--- src/rtl/timer_counter.sv ---
// Up/down timer-counter with wrap, one-shot and auto-reload modes, compare-match and a sticky irq.
// Latency: count/tc/cmp_match/irq update on the rising edge after the tick or load is sampled.
// Backpressure: none; load pre-empts a tick and enable low freezes the count.
//
// Optional feature: define TIMER_PRESCALE_EN to build the tick prescaler.
// Without it the prescale port is ignored and every RUN cycle is a tick.
//
// Ports:
//   clk, rst        rising-edge clock, synchronous active-high reset
//   enable          run request (level)
//   load/load_value load pulse and value (also the auto-reload value)
//   dir             0 = up, 1 = down
//   mode            00 wrap, 01 one-shot, 10 auto-reload, 11 behaves as wrap
//   limit           up terminal value / down wrap reload value
//   compare         compare-match value
//   prescale        tick divider minus one (prescaler builds only)
//   irq_clr         clears the sticky irq (a same-cycle set wins)
//   count, tc, cmp_match, irq, running   status outputs
module timer_counter #(
  parameter int WIDTH       = 16,
  parameter int PRESC_WIDTH = 8
) (
  input  logic                   clk,
  input  logic                   rst,
  input  logic                   enable,
  input  logic                   load,
  input  logic [WIDTH-1:0]       load_value,
  input  logic                   dir,
  input  logic [1:0]             mode,
  input  logic [WIDTH-1:0]       limit,
  input  logic [WIDTH-1:0]       compare,
  input  logic [PRESC_WIDTH-1:0] prescale,
  input  logic                   irq_clr,
  output logic [WIDTH-1:0]       count,
  output logic                   tc,
  output logic                   cmp_match,
  output logic                   irq,
  output logic                   running
);

  typedef enum logic [1:0] {
    S_IDLE = 2'd0,
    S_RUN  = 2'd1,
    S_DONE = 2'd2
  } state_e;

  localparam logic [1:0] MODE_ONESHOT = 2'b01;
  localparam logic [1:0] MODE_RELOAD  = 2'b10;

  state_e           state_q, state_d;
  logic [WIDTH-1:0] count_q, count_d;
  logic             tc_q, tc_d;
  logic             cmp_q, cmp_d;
  logic             irq_q, irq_d;

  logic run_cyc;
  logic tick;
  logic terminal;
  logic match;
  logic oneshot_term;

  // A RUN cycle only counts if enable is still high and no load pre-empts it.
  assign run_cyc = (state_q == S_RUN) && enable && !load;

`ifdef TIMER_PRESCALE_EN
  logic [PRESC_WIDTH-1:0] presc_q, presc_d;
  logic                   presc_hit;

  assign presc_hit = (presc_q == prescale);
  assign tick      = run_cyc && presc_hit;

  always_comb begin
    presc_d = presc_q;
    if (load) begin
      presc_d = '0;
    end else if (run_cyc) begin
      presc_d = presc_hit ? '0 : presc_q + 1'b1;
    end
  end

  always_ff @(posedge clk) begin
    if (rst) begin
      presc_q <= '0;
    end else begin
      presc_q <= presc_d;
    end
  end
`else
  // Port kept for a uniform interface; folded into a sink so it is visibly unused.
  logic unused_prescale;
  assign unused_prescale = ^prescale;
  assign tick            = run_cyc;
`endif

  assign terminal     = dir ? (count_q == '0) : (count_q == limit);
  assign match        = (count_q == compare);
  assign oneshot_term = tick && terminal && (mode == MODE_ONESHOT);

  // State register and all datapath registers.
  always_ff @(posedge clk) begin
    if (rst) begin
      state_q <= S_IDLE;
      count_q <= '0;
      tc_q    <= 1'b0;
      cmp_q   <= 1'b0;
      irq_q   <= 1'b0;
    end else begin
      state_q <= state_d;
      count_q <= count_d;
      tc_q    <= tc_d;
      cmp_q   <= cmp_d;
      irq_q   <= irq_d;
    end
  end

  // Next-state logic. A load freezes the state, except that it releases DONE.
  always_comb begin
    state_d = state_q;
    case (state_q)
      S_IDLE: begin
        if (!load && enable) state_d = S_RUN;
      end
      S_RUN: begin
        if (!load) begin
          if (!enable)          state_d = S_IDLE;
          else if (oneshot_term) state_d = S_DONE;
        end
      end
      S_DONE: begin
        if (load || !enable) state_d = S_IDLE;
      end
      default: state_d = S_IDLE;
    endcase
  end

  // Datapath next values.
  always_comb begin
    count_d = count_q;
    if (load) begin
      count_d = load_value;
    end else if (tick) begin
      if (!terminal) begin
        count_d = dir ? count_q - 1'b1 : count_q + 1'b1;
      end else begin
        case (mode)
          MODE_ONESHOT: count_d = count_q;
          MODE_RELOAD:  count_d = load_value;
          default:      count_d = dir ? limit : '0;
        endcase
      end
    end

    tc_d  = tick && terminal;
    cmp_d = tick && match;

    // Set has priority over clear.
    if (tc_d || cmp_d)  irq_d = 1'b1;
    else if (irq_clr)   irq_d = 1'b0;
    else                irq_d = irq_q;
  end

  // Outputs.
  always_comb begin
    count     = count_q;
    tc        = tc_q;
    cmp_match = cmp_q;
    irq       = irq_q;
    running   = (state_q == S_RUN);
  end

endmodule

--- config.mk ---
export PLATFORM = sky130hd
export DESIGN_NAME = timer_counter
export DESIGN_NICKNAME = d
export VERILOG_FILES = /design/src/rtl/timer_counter.sv
export SDC_FILE = /design/constraint.sdc
export NUM_CORES = 1
export LEC_CHECK = 0
export ABC_CLOCK_PERIOD_IN_PS = 3100
export CELL_PAD_IN_SITES_DETAIL_PLACEMENT = 1
export CELL_PAD_IN_SITES_GLOBAL_PLACEMENT = 1
export CORE_ASPECT_RATIO = 1.25
export CORE_MARGIN = 2
export CORE_UTILIZATION = 32
export CTS_CLUSTER_SIZE = 20
export DETAILED_ROUTE_END_ITERATION = 16
export GPL_TIMING_DRIVEN = 0
export HOLD_SLACK_MARGIN = 0.08
export PLACE_DENSITY = 0.85
export SLEW_MARGIN = 20
export SYNTH_ARGS = -nofsm -noshare
export SYNTH_HDL_FRONTEND = slang
export SYNTH_SLANG_ARGS = --single-unit
--- constraint.sdc ---
create_clock -name clk -period 3.1 [get_ports clk]
set_clock_uncertainty 0.2 [all_clocks]
set_input_delay 0.31 -clock clk [delete_from_list [all_inputs] [get_ports clk]]
set_output_delay 0.31 -clock clk [all_outputs]
set_load 0.02 [all_outputs]
Yosys cells after proc, flatten, opt, wreduce, memory -nomap -nowiden
Index checks and enable logic that the tools add are counted.

Register bits after elaboration: 21. Bits of input ports: 64. Logic and storage cells: 49.

Add/subtract/negate cells: 2. Eq/ne operators: 11. Muxes and demuxes: 15. Reductions and logical operators: 16.

Operators by type and width (count): $mux W16 (5); $eq A16 B16 Y1 (2); $pmux W16 S2 (1); $add A16 B1 Y16 const B (1); $logic_not A16 Y1 (1); $sub A16 B1 Y16 const B (1); $mux W2 (5); $logic_and A1 B1 Y1 (6); $ne A2 B2 Y1 const B (3); $pmux W2 S3 (1); $eq A2 B1 Y1 const B (2); $eq A2 B2 Y1 const B (2); $reduce_and A4 Y1 (1); $reduce_bool A2 Y1 (2); $mux W1 (3); $ne A3 B2 Y1 const B (1); $ne A3 B3 Y1 const B (1); $logic_not A1 Y1 (2); $logic_not A2 Y1 (1); $logic_or A1 B1 Y1 (2); $reduce_and A2 Y1 (1).

Logic depth before layout (Yosys ltp)
Gate-level depths: netlist of the first run.

Word-level depth: 9. Gate-level depth with buffers: 10. Depth with buffers taken out: 9.

Worst setup path before layout of the first run
Ideal clock, no wire load.

Kind: reg-to-reg. Start: register count_q[1] (netlist: count[1]). End: register count_q[15] (netlist: count[15]). Arrival: 2.325 ns. Required time: 2.835 ns. Setup slack: 0.510 ns. Cell stages (with the launch flop): 10. Path buffers: 0. Period minus slack after synthesis: 2.590 ns. Path through: dfxtp_1 -> ha_1 -> a211oi_1 -> o211ai_1 -> nand3_2 -> a211oi_2 -> nor3_1 -> nor3b_1 -> or4_1 -> nand4_1.

Cells in the longest elaborated chain, start to end: 5.

Ends and longest elaborated chain: from (decl) (RTL line 51) `logic [WIDTH-1:0] count_q, count_d;`; from (signal assigned) (RTL line 109) `count_q <= count_d;`; $add A16 B1 Y16, or another cell as far along (RTL line 143) `count_d = dir ? count_q - 1'b1 : count_q + 1'b1;`; $mux W16 / $mux W1 (equally long branches) (RTL line 143, 95); $mux W16 (RTL line 142) `if (!terminal) begin`; $mux W16 (RTL line 141) `end else if (tick) begin`; $mux W16 (RTL line 139) `if (load) begin`.

Several ways; a longest one is shown, not always the timed one. The select of a mux whose other input is x is not followed. A chain may end at the register's enable or synchronous reset.

Final worst setup path of the first run
Start: input dir. End: register count_q[15] (netlist: count[15]).

Cells in the longest elaborated chain, start to end: 5.

Ends and longest elaborated chain: from (decl) (RTL line 28) `input logic dir,`; $mux W16 (RTL line 148) `default: count_d = dir ? limit : '0;`; $pmux W16 S2 (RTL line 145) `case (mode)`; $mux W16 (RTL line 142); $mux W16 (RTL line 141); $mux W16 (RTL line 139).

Several ways; a longest one is shown, not always the timed one. The select of a mux whose other input is x is not followed.

==> impl_results.md, run 1 <==
- Final hold vios: 0
- CP Max Fanout: 17
- Switch share: 38.8%
- Worst Hold End: state_q[0]
- GPL Wtd Cong: 0.859
- Gr ovfl total: 0
- # placed instances: 456
- Synthesized Nets: 370
- CTS tree: yes
- Die Width: 80.0 um
- Int Power: 0.604 mW
- Hold_sp: state_q[1]
- Most frequent cells in the layout: clkdlybuf4s50_1, xnor2_1, nand2_1
- I/O Pins: 84
- FILL cells: 876
- CP arrival: 2970 ps
- Leakage: 1.22 nW
- Fin. max-slew vios: 0
- Final ANT Viol Nets: 0
- CP startpoint kind: input pin
- DRC: 0
- Final core occ: 46.4%
- Fmax: 339 MHz
- 1st-pass router iterations: 4
- Syn Inst Count: 291
- FF-to-FF Start: count[2]
- Clock Power Share: 20.6%
- Synthesized area per cell: 7.95 um^2
- Post-synth EDFFs: 0
- Cell variety after synth: 57
- VDD IR max: 157 uV
- YS warnings: 0
- Final setup viols: 0
- DRT Wirelength: 8.80 mm
- Layout area overhead: 39.9%
- Commonest non-fill, non-tap cell in the layout: clkdlybuf4s50_1
- Worst Setup End Kind: flop
- Initial Utilization: 33.1%
- Status: complete, no violations
- H-tree depth: 1
- Synth Cell Area: 0.00231 mm^2
- FF-to-FF setup slack: 230 ps
- Depth of the worst hold-timing path: 1
- DR vias/cell: 5.71
- Share of layout cells above drive strength 1: 6.49%
- CTS buffer count: 3
- DP Wirelength: 6.97 mm
- Number of synthesized register bits: 21
- Post-synth ARST share: 0%
- Slew @ Worst Pin: 643 ps
- Slew HR: 57.0%
- CTS Buffer Depth: 2
- Crit path time final: 2950 ps
- Final cycle utilization of the critical path: 95.3%
- Area occupied by multi-input gates: 0.00181 mm^2
- Largest net degree at the start of global routing: 18
- Register area: 422 um^2
- Final #Nets: 450
- Combinational power share: 46.5%
- Cell Rows: 34
- Clock slew at reported path FFs: 90 ps
- First-pass GRT wire length: 14.0 mm
- Clock root cell: clkbuf_8
- Sequential Power Share: 32.8%
- Req. time, crit path: 3120 ps
- Final Non-Filler Cells: 460
- Via count: 2626
- Global Route Usage Sum: 22.6%
- Chip Height: 99.0 um
- RSZ-0062 raised after global routing: no
- Max Cap Viol: 0
- DIE AREA: 0.00793 mm^2
- Worst r2r path cells: 9
- Setup TNS: 0 ps
- HP Class: flop to flop
- Main synth FF type: dfxtp_1
- Register area share after synthesis: 18.2%
- 1st-iter DRT viols: 124
- Pwr per Cell Area: 305 mW/mm^2
- Tot Pwr: 0.987 mW
- R2r endpoint: count[15]
- Number of global-route vias before repair: 2788
- Critical setup path kind: input pin to flop
- Hold_buf cts: 0
- Sw Pwr: 0.383 mW
- Clock sink count: 21
- Number of diodes: 0
- Initial antenna violation count: 0
- Placeable Area: 0.00698 mm^2
- WL per Instance: 19.1 um
- Post-CTS setup buffer count: 0
- IO buf count: 75
- Worst skew pair latency: 280 ps
[routing by layer]
metal | GRT usage [%] | part of all wire, %
met3 | 3.21 | 5.8
met5 | 0 | 0
met1 | 26.9 | 40
met4 | 10.0 | 3.5
met2 | 39.8 | 50
[synth_stat cells, types with 3 or more instances]
master     n  area share (%)
a211oi_1  14             4.5
a21oi_1   24             5.2
nor2b_1    7             1.9
or3_1      3            0.81
and3_1    10             2.7
inv_1     11             1.8
a22oi_1    4             1.3
nand4_1    7             1.9
o21ai_1    4            0.87
clkbuf_1   8             1.3
dfxtp_1   21              18
nor4_1     3            0.81
a211oi_2   4             2.2
o21ai_0    8             1.7
ha_1      14             7.6
a221o_1    7             3.0
mux2i_1    3             1.3
xnor2_1   37              14
nand2_1   27             4.4
nand3_1    8             1.7
nor2_1     7             1.1
nand2b_1   4             1.1
xor2_1     7             2.7
nor3_1    10             2.2
[worst max path at each step]
stage / cells past startpoint / from / slack (ps) / end
final: 10 / dir / 150 / count[15]
after global routing: 10 / dir / 50 / count[15]
after CTS: 10 / dir / 90 / count[14]
after detailed placement: 10 / dir / -730 / count[14]
after global placement: 10 / dir / -630 / count[14]
after floorplan: 9 / count[1] / 510 / count[15]
[stage by stage]
step	instance area [um^2]	hold WS (ps)	setup WS, ps
after detailed placement	3180	290	-732
final	3240	298	146
after global routing	3240	328	48.8
after floorplan	2310	238	510
after CTS	3220	303	85.1
after global placement	3180	269	-625
[final cells by class]
class                      count  area share [%]
multi-input combinational    247            55.8
timing repair buffer          75            23.2
sequential                    21            13.0
tap                           90            3.48
buffer                        12            1.70
clock buffer                   3            1.28
inverter                      11            1.28
clock inverter                 1           0.155
[cells by family (layout without fill, tap and decap cells)]
family / after synthesis / after routing / synth area share (%)
simple gates: 98 / 98 / 23.6
buf+inv: 23 / 102 / 4.17
xor+xnor: 44 / 44 / 16.7
compound gates: 87 / 87 / 27.7
mux: 3 / 3 / 1.30
fa+ha+maj: 15 / 15 / 8.44
flops: 21 / 21 / 18.2
[critical path, cell delays in order]
cell and delay [ps]:
clkdlybuf4s15_2 390, ha_1 490, o211ai_1 140, o211ai_1 230, nand3_2 160, a211oi_2 290, nor3_1 130, o21ba_2 240
or4_1 480, nand4_1 110
[what timing repair did]
| action | in CTS | in global routing |
|---|---|---|
| endpoints found under the setup margin | 11 | 2 |
| gates resized for setup | 3 | 3 |
| cloned | 0 | 0 |
[sequential cells by signal, indices dropped and copies added, names as in the netlist]
name / cells
count: 16
tc: 1
cmp_match: 1
state_q: 2
irq: 1
[power by group through the flow]
stage	Combinational [mW]	Sequential, mW	Clock, mW
3_3_place_gp	0.437	0.330	0
4_1_cts	0.454	0.324	0.201
3_5_place_dp	0.451	0.330	0
2_1_floorplan	0.249	0.335	0
5_1_grt	0.497	0.327	0.216
6_report	0.460	0.324	0.203
No activity file was read; power rests on OpenSTA's default activity.
==> run 2: changes to the inputs <==
--- a/config.mk
+++ b/config.mk
@@ -13,9 +13,11 @@
 export CORE_UTILIZATION = 32
 export CTS_CLUSTER_SIZE = 20
 export DETAILED_ROUTE_END_ITERATION = 16
+export GPL_ROUTABILITY_DRIVEN = 0
 export GPL_TIMING_DRIVEN = 0
 export HOLD_SLACK_MARGIN = 0.08
 export PLACE_DENSITY = 0.85
+export RECOVER_POWER = 100
 export SLEW_MARGIN = 20
 export SYNTH_ARGS = -nofsm -noshare
 export SYNTH_HDL_FRONTEND = slang
==> impl_results.md, run 2 (synthesis results as in run 1) <==
- DIE AREA: 0.00793 mm^2 (unchanged)
- Placement Cell Area: 0.00318 mm^2 (unchanged)
- Final setup viols: 0 (unchanged)
- Initial antenna violation count: 0 (unchanged)
- Clock slew at reported path FFs: 90 ps (about the same)
- Max reg flops: 16 (unchanged)
- DRC: 0 (unchanged)
- Number of diodes: 0 (unchanged)
- Final cycle utilization of the critical path: 95.1% (was 95.3%)
- Post-route cell area: 0.00321 mm^2 (was 0.00324 mm^2)
- 1st-pass router iterations: 4 (unchanged)
- Area occupied by multi-input gates: 0.00179 mm^2 (was 0.00181 mm^2)
- Max Cap Viol: 0 (unchanged)
- Largest net degree at the start of global routing: 18 (unchanged)
- Cell Rows: 34 (unchanged)
- Pwr per Cell Area: 304 mW/mm^2 (was 305 mW/mm^2)
- CP startpoint kind: input pin (unchanged)
- CP max stage cell: ha_1 (unchanged)
- Placeable Area: 0.00698 mm^2 (unchanged)
- DP Wirelength: 6.97 mm (unchanged)
- Req. time, crit path: 3120 ps (about the same)
- 1st-iter DRT viols: 134 (was 124)
- Share of layout cells above drive strength 1: 5.68% (was 6.49%)
- H-tree depth: 1 (unchanged)
- Sw Pwr: 0.380 mW (was 0.383 mW)
- Die Width: 80.0 um (unchanged)
- Sequential Power Share: 33.1% (was 32.8%)
- I/O Pins: 84 (unchanged)
- Worst Setup End Kind: flop (unchanged)
- Clock root cell: clkbuf_8 (unchanged)
- Via count: 2618 (was 2626)
- WL per Instance: 19.2 um (was 19.1 um)
- Final #Nets: 450 (unchanged)
- Gr ovfl total: 0 (unchanged)
- Final worst slack: 151 ps (was 146 ps)
- Most used cell, CP: o211ai_1 (unchanged)
- Leakage: 1.27 nW (was 1.22 nW)
- Clock Power Share: 20.7% (was 20.6%)
- Final ANT Viol Nets: 0 (unchanged)
- Fin. max-slew vios: 0 (unchanged)
- Status: complete, no violations (unchanged)
- HP Class: flop to flop (unchanged)
- Crit path time final: 2950 ps (about the same)
- Min Hold Slack: 299 ps (was 298 ps)
- Register area: 422 um^2 (unchanged)
- Combinational power share: 46.1% (was 46.5%)
- Number of global-route vias before repair: 2788 (unchanged)
- Critical setup path kind: input pin to flop (unchanged)
- VDD IR max: 157 uV (about the same)
- Initial Utilization: 33.1% (unchanged)
- Worst skew pair latency: 280 ps (about the same)
- CTS tree: yes (unchanged)
- Most frequent cells in the layout: clkdlybuf4s50_1, xnor2_1, nand2_1 (unchanged)
- CTS Buffer Depth: 2 (unchanged)
- Fmax: 339 MHz (about the same)
- First-pass GRT wire length: 14.0 mm (unchanged)
- Clock sink count: 21 (unchanged)
- Setup WS pre-CTS: -732 ps (unchanged)
- Global Route Usage Sum: 22.6% (unchanged)
- Final hold vios: 0 (unchanged)
- Tot Pwr: 0.976 mW (was 0.987 mW)
- Layout area overhead: 38.9% (was 39.9%)
- Slew @ Worst Pin: 625 ps (was 643 ps)
- FILL cells: 879 (was 876)
- CP Max Fanout: 17 (unchanged)
- DRT Wirelength: 8.82 mm (was 8.80 mm)
- Switch share: 38.9% (was 38.8%)
- Chip Height: 99.0 um (unchanged)
- Commonest non-fill, non-tap cell in the layout: clkdlybuf4s50_1 (unchanged)
- DR vias/cell: 5.69 (was 5.71)
- Final core occ: 46.0% (was 46.4%)
- CP arrival: 2970 ps (about the same)
- CP max stage delay: 500 ps (was 490 ps)
- Slew HR: 58.0% (was 57.0%)
- RSZ-0062 raised after global routing: no (unchanged)
- Int Power: 0.597 mW (was 0.604 mW)
- CP cell instances: clkdlybuf4s15_2, ha_1, o211ai_1, o211ai_1, nand3_2, a211oi_2, nor3_1, o21ba_2, or4_1, nand4_1 (unchanged)
- CTS buffer count: 3 (unchanged)
- IO buf count: 75 (unchanged)
run 2: area by class of cell:
class	count	share of cell area (%)
Buffer	12	1.52
Inverter	11	1.29
Multi-Input combinational cell	247	55.7
Tap cell	90	3.51
Clock inverter	1	0.156
Clock buffer	3	1.29
Timing Repair Buffer	75	23.4
Sequential cell	21	13.1
run 2: power by group through the flow:
stage,Sequential (mW),Clock (mW),Combinational (mW)
floorplan,0.335,0,0.249
global placement,0.330,0,0.437
detailed placement,0.330,0,0.451
CTS,0.324,0.201,0.454
global route,0.326,0.216,0.487
finish,0.323,0.203,0.450
run 2: per-layer routing:
| layer | track usage (%) | vias to the layer above | share of wire, % |
|---|---|---|---|
| met5 | 0 | - | 0 |
| met4 | 10.0 | 0 | 3.0 |
| met3 | 3.21 | 19 | 5.2 |
| met2 | 39.8 | 93 | 51 |
| met1 | 26.9 | 1271 | 41 |
| li1 | - | 1235 | - |
run 2: worst paths after layout:
path	slack, ps	startpoint	to	cells after the start
setup reg to reg	240	count[2]	count[15]	9
hold / removal	300	state_q[1]	state_q[0]	1
setup / recovery	150	dir	count[15]	10
hold reg to reg	300	state_q[1]	state_q[0]	1
run 2: metrics by stage:
| step | std cells | setup TNS (ps) |
|---|---|---|
| after floorplan | 291 | 0 |
| after global placement | 456 | -5010 |
| after detailed placement | 456 | -5940 |
| after CTS | 460 | 0 |
| after global routing | 460 | 0 |
| final | 460 | 0 |
run 2: critical path, delay by kind of cell:
family	cells	cell delay [ps]
fa+ha+maj	1	500
buf+inv	1	390
compound gates	4	900
simple gates	4	870
run 2: what timing repair did:
action,in CTS,in global routing
hold buffers,0,0
buffers inserted,0,0
resized for setup,3,3
endpoints found under the setup margin,11,2
==> run 3: changes to the inputs <==
--- a/config.mk
+++ b/config.mk
@@ -18,7 +18,8 @@
 export HOLD_SLACK_MARGIN = 0.08
 export PLACE_DENSITY = 0.85
 export RECOVER_POWER = 100
-export SLEW_MARGIN = 20
+export SETUP_SLACK_MARGIN = 0.3
+export SKIP_CTS_REPAIR_TIMING = 1
 export SYNTH_ARGS = -nofsm -noshare
 export SYNTH_HDL_FRONTEND = slang
 export SYNTH_SLANG_ARGS = --single-unit
==> impl_results.md, run 3 (synthesis results as in run 1) <==
- Final ANT Viol Nets: 0 (unchanged)
- VDD IR max: 154 uV (was 157 uV)
- Slew @ Worst Pin: 617 ps (was 625 ps)
- 1st-pass router iterations: 4 (unchanged)
- CTS buffer count: 3 (unchanged)
- CTS tree: yes (unchanged)
- FILL cells: 874 (was 879)
- Clock sink count: 21 (unchanged)
- DR vias/cell: 5.66 (was 5.69)
- Final Non-Filler Cells: 462 (was 460)
- Final cycle utilization of the critical path: 88.1% (was 95.1%)
- IO buf count: 75 (unchanged)
- Placement Cell Area: 0.00318 mm^2 (unchanged)
- Crit path time final: 2730 ps (was 2950 ps)
- Cell Rows: 34 (unchanged)
- DP Wirelength: 6.97 mm (unchanged)
- FF-to-FF setup slack: 370 ps (was 240 ps)
- RSZ-0062 raised after global routing: yes (was no)
- Fin. max-slew vios: 0 (unchanged)
- Post-route cell area: 0.00327 mm^2 (was 0.00321 mm^2)
- FF-to-FF Start: count[7] (was count[2])
- Slew HR: 58.5% (was 58.0%)
- Critical setup path kind: flop to flop (was input pin to flop)
- Share of layout cells above drive strength 1: 9.41% (was 5.68%)
- Clock root cell: clkbuf_8 (unchanged)
- Die Width: 80.0 um (unchanged)
- First-pass GRT wire length: 14.0 mm (unchanged)
- Pwr per Cell Area: 303 mW/mm^2 (was 304 mW/mm^2)
- Largest net degree at the start of global routing: 18 (unchanged)
- Final #Nets: 452 (was 450)
- Gr ovfl total: 0 (unchanged)
- HP Class: flop to flop (unchanged)
- CTS Buffer Depth: 2 (unchanged)
- Max reg flops: 16 (unchanged)
- Worst r2r path cells: 8 (was 9)
- Initial antenna violation count: 0 (unchanged)
- Placeable Area: 0.00698 mm^2 (unchanged)
- Clock slew at reported path FFs: 100 ps (was 90 ps)
- DRT Wirelength: 8.95 mm (was 8.82 mm)
- Req. time, crit path: 3120 ps (about the same)
- Layout area overhead: 41.5% (was 38.9%)
- Number of global-route vias before repair: 2788 (unchanged)
- Max Cap Viol: 0 (unchanged)
- Number of diodes: 0 (unchanged)
- CP startpoint kind: flop (was input pin)
- # placed instances: 456 (unchanged)
- WL per Instance: 19.4 um (was 19.2 um)
- R2r endpoint: count[9] (was count[15])
- Fmax: 366 MHz (was 339 MHz)
- Final setup viols: 0 (unchanged)
- CP arrival: 2760 ps (was 2970 ps)
- Commonest non-fill, non-tap cell in the layout: clkdlybuf4s50_1 (unchanged)
- Final hold vios: 0 (unchanged)
- Worst Setup End Kind: flop (unchanged)
- Worst setup path startpoint: count[7] (was dir)
- I/O Pins: 84 (unchanged)
- DRC: 0 (unchanged)
- CP Max Fanout: 9 (was 17)
- DIE AREA: 0.00793 mm^2 (unchanged)
- Status: complete, no violations (unchanged)
- Via count: 2614 (was 2618)
- 1st-iter DRT viols: 130 (was 134)
- Global Route Usage Sum: 22.6% (unchanged)
- Worst skew pair latency: 280 ps (about the same)
- Initial Utilization: 33.1% (unchanged)
- Chip Height: 99.0 um (unchanged)
- Leakage: 1.28 nW (was 1.27 nW)
- Most frequent cells in the layout: clkdlybuf4s50_1, xnor2_1, nand2_1 (unchanged)
- Critical Path Sink: count[9] (was count[15])
- H-tree depth: 1 (unchanged)
==> run 3: changes by cell type in the layout (fill, tap and decap cells not counted), moves of 2 or more <==
cell     delta
dfxtp_2     +5
buf_4       +2
a21oi_1     -3
a21oi_2     +3
dfxtp_1     -6
==> run 3: area by class of cell <==
cell class | instances | area [um^2] | share of cell area, %
Clock buffer | 3 | 41.3 | 1.26
Timing Repair Buffer | 77 | 763 | 23.3
Inverter | 11 | 41.3 | 1.26
Clock inverter | 1 | 5.00 | 0.153
Sequential cell | 21 | 432 | 13.2
Multi-Input combinational cell | 247 | 1820 | 55.7
Tap cell | 90 | 113 | 3.44
Buffer | 12 | 55.1 | 1.68
==> run 3: critical path, cell delays in order (launching register included) <==
cell,delay (ps)
dfxtp_1,550
xnor2_1,230
nand4_1,150
nor3_1,270
a21oi_2,170
nor2_1,320
o21bai_4,160
nor2_2,380
a221o_1,250
==> run 3: through the flow <==
step / total power [mW] / worst slack (ps) / setup TNS [ps] / hold WS, ps / utilization [%]
3_3_place_gp: 0.767 / -625 / -5010 / 269 / 45.5
2_1_floorplan: 0.584 / 510 / 0 / 238 / -
4_1_cts: 0.979 / -474 / -1510 / 303 / 46.2
6_report: 0.990 / 369 / 0 / 299 / 46.9
3_5_place_dp: 0.781 / -732 / -5940 / 290 / 45.5
5_1_grt: 1.04 / 200 / 0 / 328 / 46.9
==> run 3: power by group <==
part | total [mW] | internal [mW] | switching [mW] | leakage [nW]
logic | 0.462 | 0.226 | 0.235 | 1.08
registers | 0.325 | 0.287 | 0.0383 | 0.176
clock network | 0.203 | 0.0903 | 0.113 | 0.0255
==> run 3: how the worst min path moves through the flow <==
stage	startpoint	end	slack, ps	cells past startpoint
floorplan	load_value[15]	count[15]	240	2
global placement	state_q[1]	state_q[0]	270	1
detailed placement	state_q[1]	state_q[0]	290	1
CTS	state_q[1]	state_q[0]	300	1
global route	state_q[1]	state_q[0]	330	1
finish	irq	irq	300	2
==> run 3: metal layers <==
layer | global-route usage [%] | routed length, um | up-vias
li1 | - | - | 1236
met1 | 26.9 | 3630 | 1266
met2 | 39.8 | 4540 | 89
met3 | 3.21 | 471 | 23
met4 | 10.0 | 311 | 0
met5 | 0 | 0 | -
